[src/rtl/rom_access_arbiter.sv]
// Two-port arbiter sharing one synchronous chip-select-gated ROM between the CPU bus
// (port 0, fixed priority) and a secondary reader (port 1) with a starvation guard.
module rom_access_arbiter #(
    parameter int unsigned ADDR_WIDTH   = 16,
    parameter int unsigned DATA_WIDTH   = 8,
    parameter int unsigned STARVE_LIMIT = 4
) (
    input  logic                  clk,
    input  logic                  reset_n,
    input  logic                  p0_req,
    input  logic [ADDR_WIDTH-1:0] p0_addr,
    input  logic                  p0_lock,
    output logic                  p0_ack,
    output logic                  p0_rvalid,
    output logic [DATA_WIDTH-1:0] p0_rdata,
    input  logic                  p1_req,
    input  logic [ADDR_WIDTH-1:0] p1_addr,
    output logic                  p1_ack,
    output logic                  p1_rvalid,
    output logic [DATA_WIDTH-1:0] p1_rdata,
    output logic                  rom_cs,
    output logic [ADDR_WIDTH-1:0] rom_addr,
    input  logic [DATA_WIDTH-1:0] rom_data
);

    localparam int unsigned CNT_W     = 4;
    localparam logic [CNT_W-1:0] CNT_MAX   = 4'hF;
    localparam logic [CNT_W-1:0] LIMIT     = CNT_W'(STARVE_LIMIT);

    logic [1:0]       last_grant;
    logic [CNT_W-1:0] starve_cnt;
    logic             starve_hit;
    logic             grant0;
    logic             grant1;

    // Grant decision: port 0 wins contention unless port 1 has waited long enough
    // and port 0 is not holding the lock.
    always_comb begin
        starve_hit = (starve_cnt >= LIMIT);
        grant0     = p0_req && !(p1_req && starve_hit && !p0_lock);
        grant1     = p1_req && !grant0;
        p0_ack     = grant0;
        p1_ack     = grant1;
        rom_cs     = grant0 || grant1;
        rom_addr   = '0;
        if (grant0) begin
            rom_addr = p0_addr;
        end else if (grant1) begin
            rom_addr = p1_addr;
        end
    end

    // Grant history drives rvalid; the wait counter saturates rather than wrapping.
    always_ff @(posedge clk) begin
        if (!reset_n) begin
            last_grant <= 2'b00;
            starve_cnt <= '0;
        end else begin
            last_grant <= {grant1, grant0};
            if (grant1 || !p1_req) begin
                starve_cnt <= '0;
            end else if (starve_cnt != CNT_MAX) begin
                starve_cnt <= starve_cnt + CNT_W'(1);
            end
        end
    end

    assign p0_rvalid = last_grant[0];
    assign p1_rvalid = last_grant[1];
    assign p0_rdata  = rom_data;
    assign p1_rdata  = rom_data;

endmodule

[config.mk]
export PLATFORM = sky130hd
export DESIGN_NAME = rom_access_arbiter
export DESIGN_NICKNAME = d
export VERILOG_FILES = /design/src/rtl/rom_access_arbiter.sv
export SDC_FILE = /design/constraint.sdc
export NUM_CORES = 1
export LEC_CHECK = 0
export ABC_AREA = 1
export BUFFER_PORTS_ARGS = -buffer_cell sky130_fd_sc_hd__buf_4
export CORE_MARGIN = 8
export CORE_UTILIZATION = 36
export DETAILED_ROUTE_END_ITERATION = 16
export PLACE_DENSITY = 0.81
export SLEW_MARGIN = 20
export SYNTH_ARGS = -nofsm -noshare
export SYNTH_HDL_FRONTEND = slang
export SYNTH_SLANG_ARGS = --single-unit
[constraint.sdc]
create_clock -name clk -period 3.6 [get_ports clk]
set_clock_uncertainty 0.15 [all_clocks]
set_input_delay 0.54 -clock clk [delete_from_list [all_inputs] [get_ports clk]]
set_output_delay 0.54 -clock clk [all_outputs]
set_load 0.03 [all_outputs]
==> flow_summary.ini <==
[status]
status = completed

[sta]
rsz0062_at_grt = false
period_needed_ns = 2.54
fin_crit_sh_pct = 70.5
setup_violations = 0
hold_viol_final = 0
worst_pin_slew_ns = 0.420
fin_tns_setup_ns = 0
max_freq_mhz = 394
slew_viol_final = 0
slew_headroom_pct = 71.9

[yosys]
synth_common_cells = nand2_1 (47), buf_4 (17), nand3_1 (11)
netlist_instances = 117
synth_xor_area_share_pct = 0
netlist_area_um2 = 733
synth_cell_types = 17
synth_compound_area_share_pct = 0.683
ys.flop_type = dfxtp_1
synth_top_family_by_area = simple AND/OR/NAND/NOR gates
yosys.area_share.simple_pct = 50.7
ys_seq_area_share_pct = 16.4
syn_nets = 163
synth_area_per_cell_um2 = 6.27
synth_edf_count = 0
yosys.area.top_type_share_pct = 24.1
async_reset_ff_share_pct = 0
ys_top_cells_by_area = nand2_1 (24%), buf_4 (17%), dfxtp_1 (16%), nand3_2 (11%), nand3_1 (7.5%)
synthMuxAreaShare_pct = 0
synth_fa_ha_area_share_pct = 1.71
yosysMostFrequentCell = nand2_1
yosys.area.top_type = nand2_1
yosys_warnings = 0
ys_seq_elements = 6

[place]
gp_congestion = 0.676
port_buffers = 57
hpwlAfterDp_mm = 1.90

[grt]
grt_usage_pct = 11.2
grt_pass1_vias = 823
grt_max_degree = 21
grt_overflow = 0
grt_antenna_before_repair = 0
grt_pass1_wl_mm = 3.25

[drt]
postRouteAntennaNets = 0
wirelength_mm = 2.21
drt_iter0_drc = 10
drc = 0
vias = 811
drt-wirelength-per-cell_um = 12.1
firstDrtPassIters = 3
vias_per_cell = 4.43

[min_path]
hold_path_class = primary input to flip-flop
hold_path_depth = 3

[final_layout]
post-route-util_pct = 53.2
syn2layout_area_growth_pct = 41.0
nets = 204
drive_above_1_share_pct = 46.8
fillCellCount = 215
seq_area_um2 = 120
antenna_cells = 0
multi_input_area_um2 = 389

[cts]
cts_made_buffers = 3
insertion_delay_ns = 0.24
clk_transition_reported_paths_ns = 0.05
cts_tree = built
h-tree-depth = 1
cts_setup_buffers = 0
cts.sinks = 6
hold_buffers = 0
cts_buffer_depth = 2
cts_root_buf = clkbuf_4
cts.repair.resized = 0

[floorplanning]
pin_count = 82
rows = 16
core-area_um2 = 1940
initial_utilization_pct = 37.8
die_y_um = 61.1
dieArea_um2 = 3740
dieWidth_um = 61.1

[pwr]
p_leak_nw = 0.587
peakVddDrop_mv = 0.145
power_w = 0.000252
powerDensity_nw_per_um2 = 244

[critical_path]
reg2regPathDepth = 6
path_max_fanout = 20
critical_path_class = primary input to primary output
arrival_ns = 1.85
rrSetupSlack_ns = 2.19
startpoint_type = primary input
cp-end-kind = primary output
cp.required_ns = 2.91

[run]
cap_violations = 0
[layout make-up]
class | instances | share of cell area, %
clock buffer | 3 | 2.18
inverter | 10 | 3.87
multi-input combinational | 80 | 37.7
sequential | 6 | 11.6
tap | 27 | 3.27
timing repair buffer | 57 | 41.4
[worst paths after layout]
kind / endpoint / from
max: rom_addr[3] / p1_req
min: last_grant[1] / reset_n
max reg2reg: last_grant[1] / starve_cnt[2]
min reg2reg: starve_cnt[1] / starve_cnt[1]
[critical path, stage by stage]
cell	delay, ns
buf_4	0.23
inv_4	0.06
nor2_4	0.08
nand2_2	0.06
nand2_2	0.32
inv_2	0.22
nand2_1	0.10
nand2_1	0.06
buf_4	0.17
[routing by layer]
metal	GRT usage [%]	wire (µm)
met1	10.7	834
met2	18.1	1040
met3	6.47	292
met4	7.64	40
met5	0	0
[flip-flops by register name, summed over array words and instances (netlist names)]
name,cells
last_grant,2
starve_cnt,4
[cells in the final DEF, fill, tap and decap left out]
cell type and count:
nand3_2 8, nand3_1 11, dfxtp_1 6, nor2_4 1, o21ai_0 1, inv_2 1
nand4_1 1, ha_1 1, clkbuf_4 3, buf_4 57, nand2_1 47, inv_1 8
inv_4 1, nor2_1 8, nand2_2 2
[kinds of logic after synthesis]
group,after synthesis
flops,6
buf+inv,31
compound gates,1
fa+ha+maj,1
simple gates,78
[per-stage QoR]
step | area, µm² | instances | hold slack, ns | setup slack (ns)
3_3_place_gp | 1010 | 180 | 0.395 | 1.09
2_1_floorplan | 733 | 117 | 0.376 | 1.47
6_report | 1030 | 183 | 0.396 | 1.06
4_1_cts | 1030 | 183 | 0.392 | 1.04
3_5_place_dp | 1010 | 180 | 0.400 | 1.05
5_1_grt | 1030 | 183 | 0.421 | 0.920
[report_power, final]
group | total (W) | internal (W) | switching (W)
sequential | 0.0000694 | 0.0000684 | 0.00000101
combinational | 0.000122 | 0.0000546 | 0.0000678
clock | 0.0000602 | 0.0000376 | 0.0000226
No activity file was read; power rests on OpenSTA's default activity.
